<file path="src/rtl/bitstream_decoder.sv">
// Stochastic bitstream decoder: counts 1s per channel over a 2**WINDOW_BITS sample window.
// Optional BITSTREAM_DECODER_BIPOLAR_EN selects two's complement bipolar results.
module bitstream_decoder #(
  parameter int CHANNELS    = 2,
  parameter int WINDOW_BITS = 8
) (
  input  logic                                clk,
  input  logic                                rst,
  input  logic                                start,
  input  logic                                stream_valid,
  input  logic [CHANNELS-1:0]                 stream_in,
  output logic                                busy,
  output logic                                out_valid,
  input  logic                                out_ready,
  output logic [CHANNELS*(WINDOW_BITS+2)-1:0] out_value
);

  localparam int OUT_W = WINDOW_BITS + 2;
  localparam int CW    = WINDOW_BITS + 1;

  typedef enum logic [1:0] {
    IDLE  = 2'd0,
    ACCUM = 2'd1,
    DONE  = 2'd2
  } state_t;

  state_t state, state_nxt;

  logic [CW-1:0] win_cnt;
  logic [CW-1:0] cnt [CHANNELS];
  logic          win_full;
  logic          clr;
  logic          take;
  logic          load;
  logic [CHANNELS*OUT_W-1:0] res;

  // MSB of the window counter is set only once the full window is in
  assign win_full  = win_cnt[WINDOW_BITS];
  assign busy      = (state == ACCUM);
  assign out_valid = (state == DONE);

  always_comb begin
    state_nxt = state;
    clr       = 1'b0;
    take      = 1'b0;
    load      = 1'b0;
    unique case (state)
      IDLE: begin
        if (start) begin
          state_nxt = ACCUM;
          clr       = 1'b1;
        end
      end
      ACCUM: begin
        if (win_full) begin
          state_nxt = DONE;
          load      = 1'b1;
        end else begin
          take = stream_valid;
        end
      end
      DONE: begin
        if (out_ready) begin
          if (start) begin
            state_nxt = ACCUM;
            clr       = 1'b1;
          end else begin
            state_nxt = IDLE;
          end
        end
      end
      default: state_nxt = IDLE;
    endcase
  end

  always_comb begin
    res = '0;
    for (int i = 0; i < CHANNELS; i++) begin
`ifdef BITSTREAM_DECODER_BIPOLAR_EN
      res[i*OUT_W +: OUT_W] = {cnt[i], 1'b0}
        - {2'b01, {WINDOW_BITS{1'b0}}};
`else
      res[i*OUT_W +: OUT_W] = {1'b0, cnt[i]};
`endif
    end
  end

  always_ff @(posedge clk or posedge rst) begin
    if (rst) begin
      state     <= IDLE;
      win_cnt   <= '0;
      out_value <= '0;
      for (int i = 0; i < CHANNELS; i++) begin
        cnt[i] <= '0;
      end
    end else begin
      state <= state_nxt;
      if (clr) begin
        win_cnt <= '0;
        for (int i = 0; i < CHANNELS; i++) begin
          cnt[i] <= '0;
        end
      end else if (take) begin
        win_cnt <= win_cnt + CW'(1);
        for (int i = 0; i < CHANNELS; i++) begin
          cnt[i] <= cnt[i] + {{WINDOW_BITS{1'b0}}, stream_in[i]};
        end
      end
      if (load) begin
        out_value <= res;
      end
    end
  end

endmodule

</file>
<file path="config.mk">
export PLATFORM = sky130hd
export DESIGN_NAME = bitstream_decoder
export DESIGN_NICKNAME = d
export VERILOG_FILES = /design/src/rtl/bitstream_decoder.sv
export SDC_FILE = /design/constraint.sdc
export NUM_CORES = 1
export LEC_CHECK = 0
export ABC_AREA = 1
export BUFFER_PORTS_ARGS = -buffer_cell sky130_fd_sc_hd__buf_2
export CORE_ASPECT_RATIO = 0.5
export CORE_UTILIZATION = 33
export CTS_CLUSTER_SIZE = 14
export DETAILED_ROUTE_END_ITERATION = 7
export HOLD_SLACK_MARGIN = 0.03
export PLACE_DENSITY = 0.5
export SLEW_MARGIN = 20
export SYNTH_ARGS = -nofsm -noshare
export SYNTH_HDL_FRONTEND = slang
export SYNTH_SLANG_ARGS = --single-unit
</file>
<file path="constraint.sdc">
create_clock -name clk -period 3.7 [get_ports clk]
set_input_delay 0.555 -clock clk [delete_from_list [all_inputs] [get_ports clk]]
set_output_delay 0.555 -clock clk [all_outputs]
set_load 0.02 [all_outputs]
</file>
# After elaboration in Yosys (flattened, before gate mapping)

Index checks and enable logic that the tools add are counted.

Bits of input ports: 7
Register bits after elaboration: 47
Output and inout bits: 22
Word-level logic and storage cells: 32

Reduce and logical (&&, ||, !) cells: 3
Add/sub/neg operators: 3
Muxes and demuxes: 16
Equal/unequal tests: 5

Operators with widths:

| kind                                                                  | number |
|---|---|
| 18-bit 2-to-1 mux                                                     | 2 |
| 9-bit by 1-bit adder with 9-bit output                                | 2 |
| 9-bit 2-to-1 mux                                                      | 2 |
| 9-bit by 1-bit adder with 9-bit output, second input constant         | 1 |
| 1-bit 2-to-1 mux                                                      | 7 |
| 2-bit 2-to-1 mux                                                      | 3 |
| 2-bit case mux with 3 select lines                                    | 1 |
| 2-bit by 1-bit != test with 1-bit output, second input constant       | 2 |
| 3-bit AND reduction                                                   | 1 |
| 2-bit by 1-bit equality test with 1-bit output, second input constant | 1 |
| 2-bit equality test, second input constant                            | 1 |
| 2-bit logical NOT                                                     | 1 |
| 2-bit != test, second input constant                                  | 1 |
| 1-bit case mux with 2 select lines                                    | 1 |
| 2-bit nonzero test                                                    | 1 |

# Depth between registers and ports, before layout

Gate-level depths: netlist of run 1.

Depth in word-level cells: 4
Depth in mapped cells: 9
Mapped depth without buffers: 9

# Worst setup path before layout of run 1

No wires, ideal clock.

Path type: input to register
From: in stream_in[0]
To: reg cnt[15] (netlist bit)
Path buffers: 0
Data arrival time: 1.479 ns
Setup time: 0.117 ns
Data required time: 3.583 ns
Stages: 9
Setup slack: 2.104 ns
Cell sequence: ha_1 -> ha_1 -> nand2_1 -> nor2_1 -> nand2_1 -> nor2_1 -> nand2_1 -> nand2_1 -> nor2_1

Longest elaborated chain between the ends: 3

Ends and longest elaborated chain:

| item                                   | RTL line | RTL |
|---|---|---|
| start: declaration                     | 11       | `input logic [CHANNELS-1:0] stream_in,` |
| 9-bit by 1-bit adder with 9-bit output | 106      | `cnt[i] <= cnt[i] + {{WINDOW_BITS{1'b0}}, stream_in[i]};` |
| 18-bit 2-to-1 mux                      | 103      | `end else if (take) begin` |
| 18-bit 2-to-1 mux                      | 98       | `if (clr) begin` |
| end signal: indexed assignment         | 106      |  |
| end: declaration                       | 30       | `logic [CW-1:0] cnt [CHANNELS];` |

Every way passes these cells. The select of a mux whose other input is x is not followed.
A chain may end at the register's enable or synchronous reset.

# Worst setup path in the final report of run 1

From: reg state[1]
To: reg win_cnt[8]

Longest elaborated chain between the ends: 3
Elaborated cells between the ends (all ways): 7
Classes of those cells: eq/ne (2); mux (3); reduce/logical (2)

Ends and longest elaborated chain:

| item                                                                   | RTL line | RTL |
|---|---|---|
| start: declaration                                                     | 27       | `state_t state, state_nxt;` |
| start signal: assignment                                               | 97       | `state <= state_nxt;` |
| 2-bit equality test (tied with other cells)                            | 47       | `unique case (state)` |
| 1-bit case mux with 2 select lines or 1-bit 2-to-1 mux (tied branches) | 47       |  |
| 9-bit 2-to-1 mux or 2-bit nonzero test (tied branches)                 | --       |  |
| end signal: assignment                                                 | 104      | `win_cnt <= win_cnt + CW'(1);` |
| end: declaration                                                       | 29       | `logic [CW-1:0] win_cnt;` |

Parallel ways exist; a longest one is shown, timed or not.

==> run summary, run 1 <==
Final clock period utilization by the worst path: 46.6%
Crit end category: register
Status: complete, no violations
Leak: 1.40 nW
Max Slew Vio Count: 0
Worst r2r src: state[1]$_DFFE_PP0P_
Startpoint types: register
CTS tree: yes
First-pass GRT wire length: 8450 µm
WL met1: 2760 µm
Worst-case reg-to-reg path depth: 6
Finish-stage setup viols: 0
Worst Path Class, Setup: reg -> reg
Vias in the first global route: 1684
Post-layout util: 39.3%
Die height: 61.4 µm
Crit path time final: 1720 ps
Detailed-route via count: 1896
DRT antenna net count: 0
TNS Setup: 0 ps
Largest net degree at the start of global routing: 48
Crit path DAT: 1940 ps
RSZ-0062 raised after global routing: no
Clock Sinks: 47
DR WL/cell: 12.0 µm
Layout cells sized above 1: 13.8%
H-tree levels: 2
Post-Syn Area: 2330 µm²
Worst slew pin tran: 815 ps
Post-CTS Setup Inserts: 0
1st-pass router iterations: 4
Largest stage delay, worst path: 470 ps
Final Wtd Congestion: 0.769
Total track usage: 14.9%
Syn avg cell area: 7.90 µm²
CP max FO: 23
Max-cap viol count: 0
Highest Signal Layer: met4
Clock tree buffer depth: 2
DR vias/cell: 4.62
Total chip power: 1.37 mW
Clock insertion delay at the later pin of the skew report: 280 ps
Synth warn: 0
Initial antenna violation count: 0
Placed insts: 403
Hold WC Path Type: in -> async
CP dominant cell by count: nand2_1
Library cells used by synthesis: 23
Initial drt markers: 133
Post-layout nets: 330
# DRC: 0
Fmax: 580 MHz
Die Wd: 121 µm
#FFs+latches synth: 47
Worst EP required: 3920 ps
Syn Inst Count: 295
Reg2reg setup slack: 1980 ps
Initial Util: 34.5%
Post-CTS Hold Fix Bufs: 0
Met3 wire length: 158 µm
Reg clk slew, reported paths: 60 ps
Final non-filler cell total: 410
Max VDD drop: 0.186 mV
Crit-path cells: nand2_1 -> nand2_2 -> nand2_2 -> inv_1 -> nand2_1 -> nand2_1
Skew final: 4.13 ps
R2r endpoint: win_cnt[8]$_DFFE_PP0P_
Num CTS Buffers: 5
Final hold vios: 0
Gr ovfl total: 0
Met2 routed WL: 1970 µm
Row count: 21
Die area: 7420 µm²
Port-buffer cells: 26
Slew HR: 45.6%
Area of the core: 6750 µm²
CTS-repair resized insts: 0
DP Wirelength: 3320 µm
Clk Tree Root Cell: clkbuf_16
WHS: 401 ps
Crit path from: state[1]$_DFFE_PP0P_
Slowest-stage cell, CP: dfrtp_1
P per Cell Area: 516 nW/µm²
I/O pins: 29
Detailed-route wire length: 4930 µm
Ant diodes: 0
Area grow syn2layout: 14.0%
Sequential element share of the synthesized area: 50.5%
-- how the worst max path moves through the flow --
| stage | end | slack (ps) | cells past startpoint |
|---|---|---|---|
| 4_1_cts | win_cnt[8]$_DFFE_PP0P_ | 1970 | 6 |
| 6_report | win_cnt[8]$_DFFE_PP0P_ | 1980 | 6 |
| 5_1_grt | cnt[15]$_DFFE_PP0P_ | 1810 | 9 |
| 3_5_place_dp | cnt[15]$_DFFE_PP0P_ | 1740 | 10 |
| 2_1_floorplan | cnt[0]$_DFFE_PP0P_ | 2030 | 1 |
| 3_3_place_gp | cnt[15]$_DFFE_PP0P_ | 1770 | 10 |
-- state kept, by name, summed over array words and instances (netlist names) --
register   count
state          2
win_cnt        9
out_value     18
cnt           18
-- cells in the mapped netlist --
cell type / instances / area share [%]
buf_2: 4 / 0.86
nand2_2: 4 / 1.1
o21ai_0: 12 / 2.6
nor3_1: 2 / 0.43
a21oi_1: 8 / 1.7
nor2_1: 38 / 6.1
ha_1: 5 / 2.7
inv_1: 27 / 4.4
conb_1: 1 / 0.16
nor2_4: 1 / 0.48
nand2_4: 1 / 0.48
nand4_1: 5 / 1.3
buf_6: 3 / 1.4
nand3_1: 21 / 4.5
xor2_1: 1 / 0.38
nand2_1: 94 / 15
o21ai_1: 11 / 2.4
nor2_8: 1 / 0.86
dfrtp_1: 47 / 50
buf_4: 4 / 1.3
o21bai_1: 1 / 0.32
nand3_2: 1 / 0.43
inv_2: 3 / 0.48
-- through the flow --
step / setup slack, ps / cell area (µm²)
global placement: 1770 / 2490
detailed placement: 1740 / 2490
global route: 1810 / 2660
finish: 1980 / 2660
CTS: 1970 / 2650
floorplan: 2030 / 2330
-- where the power goes --
| group | total, mW | leakage [nW] | switching (mW) | internal (mW) |
|---|---|---|---|---|
| clock network | 0.497 | 0.0769 | 0.182 | 0.315 |
| logic | 0.216 | 0.686 | 0.140 | 0.0758 |
| registers | 0.657 | 0.634 | 0.0714 | 0.586 |
| total | 1.37 | 1.40 | 0.393 | 0.977 |
-- cell type report --
cell class	count	area, µm²
clock buffers	6	129
fillers	699	4100
flip-flops and latches	47	1180
multi-input cells	208	961
repair buffers	26	130
inverters	30	114
well taps	92	115
clock inverters	1	30.0
-- cell usage in the layout (no fill, tap or decap), drive strengths merged --
master,n
nor3,2
bufinv,1
nand4,5
buf,26
a21oi,8
inv,29
clkinv,1
ha,5
xor2,1
o21ai,23
nand3,22
clkbuf,6
nand2,99
conb,2
nor2,40
dfrtp,47
o21bai,1
-- cells by family (layout without fill, tap and decap cells) --
group	count (synthesis)	in the layout	share of synthesized area, %
flops	47	47	50.5
simple gates	168	168	30.9
fa+ha+maj	5	5	2.69
other cells	1	2	0.161
compound gates	32	32	6.98
buf+inv	41	63	8.43
xor+xnor	1	1	0.376
-- layer usage --
metal	vias to the layer above	track usage, %
met3	5	3.06
li1	967	-
met4	0	3.88
met2	31	21.9
met1	893	22.2
met5	-	0
-- worst max-delay path: cells and delay by family (launching register included) --
kind                   cells  cell delay [ps]
and+or+nand+nor            5              920
DFF                        1              470
buffers and inverters      1              250
Note: power is estimated with default switching activity, not from simulation.
==> inputs of run 2 (changes only) <==
--- a/config.mk
+++ b/config.mk
@@ -5,14 +5,14 @@
 export SDC_FILE = /design/constraint.sdc
 export NUM_CORES = 1
 export LEC_CHECK = 0
-export ABC_AREA = 1
+export ABC_AREA = 0
 export BUFFER_PORTS_ARGS = -buffer_cell sky130_fd_sc_hd__buf_2
 export CORE_ASPECT_RATIO = 0.5
 export CORE_UTILIZATION = 33
 export CTS_CLUSTER_SIZE = 14
 export DETAILED_ROUTE_END_ITERATION = 7
 export HOLD_SLACK_MARGIN = 0.03
-export PLACE_DENSITY = 0.5
+export PLACE_DENSITY = 0.51
 export SLEW_MARGIN = 20
 export SYNTH_ARGS = -nofsm -noshare
 export SYNTH_HDL_FRONTEND = slang
==> constraint.sdc (replaced) <==
create_clock -name clk -period 1.7 [get_ports clk]
set_input_delay 0.255 -clock clk [delete_from_list [all_inputs] [get_ports clk]]
set_output_delay 0.255 -clock clk [all_outputs]
set_load 0.02 [all_outputs]
==> run summary, run 2 <==
Internal power: 2.27 mW
Max-cap viol count: 0
DR WL/cell: 13.5 µm
Synth area leaders: dfrtp_1, mux2_2, o21ai_0
Vias in the first global route: 1539
CTS-repair resized insts: 0
Post-Syn Area: 2170 µm²
Cell area after layout: 2650 µm²
Die height: 59.4 µm
Area fraction in compound gates after synthesis: 11.8%
Final clock period utilization by the worst path: 93.2%
DRT antenna net count: 0
Logic pwr share: 17.2%
Die Wd: 117 µm
Area of the core: 6210 µm²
Num CTS Buffers: 5
Worst EP required: 1910 ps
Area grow syn2layout: 22.2%
Clk Tree Root Cell: clkbuf_16
Post-synth EDFFs: 0
Top cell type's share of synthesized area: 54.2%
Worst-case reg-to-reg path depth: 3
CP delay by family, top: simple AND/OR/NAND/NOR gates
Port-buffer cells: 26
Initial antenna violation count: 0
Worst path bufs/invs: 0
Reg clk slew, reported paths: 60 ps
DP Wirelength: 3010 µm
Skew final: 3.43 ps
Post-Synth Adder-Cell Area: 2.88%
Placement Cell Area: 2470 µm²
Synth area leader: dfrtp_1
Reg2reg setup slack: 120 ps
Ant diodes: 0
NetSw: 0.882 mW
Synth cell count leaders: dfrtp_1, mux2_2, o21ai_0, a21oi_1
Fmax: 631 MHz
Worst slew pin tran: 540 ps
Critical path depth: 3
Startpoint types: register
Library cells used by synthesis: 31
Post-layout nets: 238
Initial Util: 35.0%
Finish-stage setup viols: 0
Most common cell after layout, fill and taps aside: dfrtp_1
Initial drt markers: 126
I/O pins: 29
Final hold vios: 0
1st-pass router iterations: 4
Sequential element share of the synthesized area: 54.2%
Sequential cell area: 1180 µm²
Most frequent cells in the layout: dfrtp_1, buf_2, mux2_2
Hold WC Path Type: in -> reg
Mux share of post-synthesis cell area: 13.1%
Syn Inst Count: 187
Leak: 1.25 nW
#FFs+latches synth: 47
Slowest-stage cell, CP: nor4_1
Top_reg_cell synth: dfrtp_1
Clock tree buffer depth: 2
Worst r2r src: win_cnt[8]$_DFFE_PP0P_
Syn avg cell area: 11.6 µm²
Die area: 6930 µm²
Fillers: 600
Final Wtd Congestion: 0.735
TNS Setup: 0 ps
Crit-path cells: nand4bb_4 -> nor4_1 -> mux2i_1
Gr ovfl total: 0
DR vias/cell: 5.03
Crit path time final: 1580 ps
Worst Path Class, Setup: reg -> reg
Crit path DAT: 1790 ps
Power share of the clock group: 35.9%
CP max FO: 20
Layout cells sized above 1: 30.8%
# DRC: 0
Max Slew Vio Count: 0
Fraction of registers with async set/reset: 100%
Most common cell in the synthesized netlist: dfrtp_1
Crit path from: win_cnt[8]$_DFFE_PP0P_
Main combinational cell family by area after synthesis: simple AND/OR/NAND/NOR gates
Multi-input gate area: 912 µm²
R2r endpoint: cnt[17]$_DFFE_PP0P_
Simple-gate share of the synthesized area: 13.9%
Largest net degree at the start of global routing: 21
Clock insertion delay at the later pin of the skew report: 280 ps
Max VDD drop: 0.386 mV
Crit end category: register
Slew HR: 64.0%
P per Cell Area: 1190 nW/µm²
Total track usage: 13.9%
Seq pwr share: 46.9%
Biggest regs: cnt: 18 flops, out_value: 18 flops, win_cnt: 9 flops
Detailed-route via count: 1583
CTS tree: yes
Synth warn: 0
First-pass GRT wire length: 7190 µm
Row count: 20
Detailed-route wire length: 4250 µm
Critical Path Sink: cnt[17]$_DFFE_PP0P_
Total chip power: 3.15 mW
Sw Share: 27.9%
Largest stage delay, worst path: 510 ps
H-tree levels: 2
RSZ-0062 raised after global routing: no
Xor-xnor portion of the synthesized cell area: 0%
Worst Hold Path Cells: 2
Clock Sinks: 47
Status: complete, no violations
-- run 2: changes by cell type after synthesis, moves of 7 or more --
cell,delta
nor2_1,-37
nand2_1,-91
or3_1,+8
o21ai_1,-11
nand3_1,-11
mux2_2,+19
mux2i_1,+7
inv_1,-17
-- run 2: kinds of logic (layout without fill, tap and decap cells) --
kind of cell	count (synthesis)	in the layout
flip-flops	47	47
AO/OA/AOI/OAI	43	43
AND/OR/NAND/NOR	47	47
adder cells (fa/ha/maj)	5	5
multiplexers	26	26
buffers and inverters	18	57
other	1	2
-- run 2: cell type report --
cell class | instances | area share [%]
inverter | 10 | 1.42
sequential | 47 | 44.3
clock buffer | 6 | 5.24
clock inverter | 2 | 1.32
tap | 88 | 4.15
multi-input combinational | 123 | 34.4
timing repair buffer | 39 | 9.15
-- run 2: worst min-delay path by stage --
| stage | slack (ps) | end | start |
|---|---|---|---|
| after floorplan | 360 | state[1]$_DFFE_PP0P_ | out_ready |
| after global placement | 290 | out_value[15]$_DFFE_PP0P_ | rst |
| after detailed placement | 290 | out_value[15]$_DFFE_PP0P_ | rst |
| after CTS | 200 | state[1]$_DFFE_PP0P_ | out_ready |
| after global routing | 210 | state[1]$_DFFE_PP0P_ | out_ready |
| final | 210 | state[1]$_DFFE_PP0P_ | out_ready |
-- run 2: power groups by stage --
stage	clock (mW)	sequential, mW	combinational, mW
floorplan	0	1.50	0.363
global placement	0	1.50	0.537
detailed placement	0	1.50	0.542
CTS	1.17	1.48	0.552
global route	1.21	1.51	0.629
finish	1.13	1.48	0.542
-- run 2: routing by layer --
| layer | up-vias | track usage [%] | part of all wire (%) |
|---|---|---|---|
| li1 | 762 | - | - |
| met1 | 782 | 19.0 | 50 |
| met2 | 33 | 21.8 | 45 |
| met3 | 6 | 3.58 | 3.7 |
| met4 | 0 | 4.70 | 0.94 |
| met5 | - | 0 | 0 |
-- run 2: what timing repair did --
action	CTS	global route
hold buffers	1	0
hold endpoints to repair	18	0
setup buffers	0	0
-- run 2: per-stage QoR --
| step | utilization [%] | hold slack (ps) | cells | setup WS (ps) |
|---|---|---|---|---|
| finish | 42.7 | 205 | 315 | 115 |
| global route | 42.7 | 207 | 315 | 0.861 |
| CTS | 42.7 | 203 | 315 | 105 |
| detailed placement | 39.8 | 292 | 306 | 117 |
| global placement | 39.8 | 289 | 306 | 164 |
| floorplan | - | 363 | 188 | 130 |
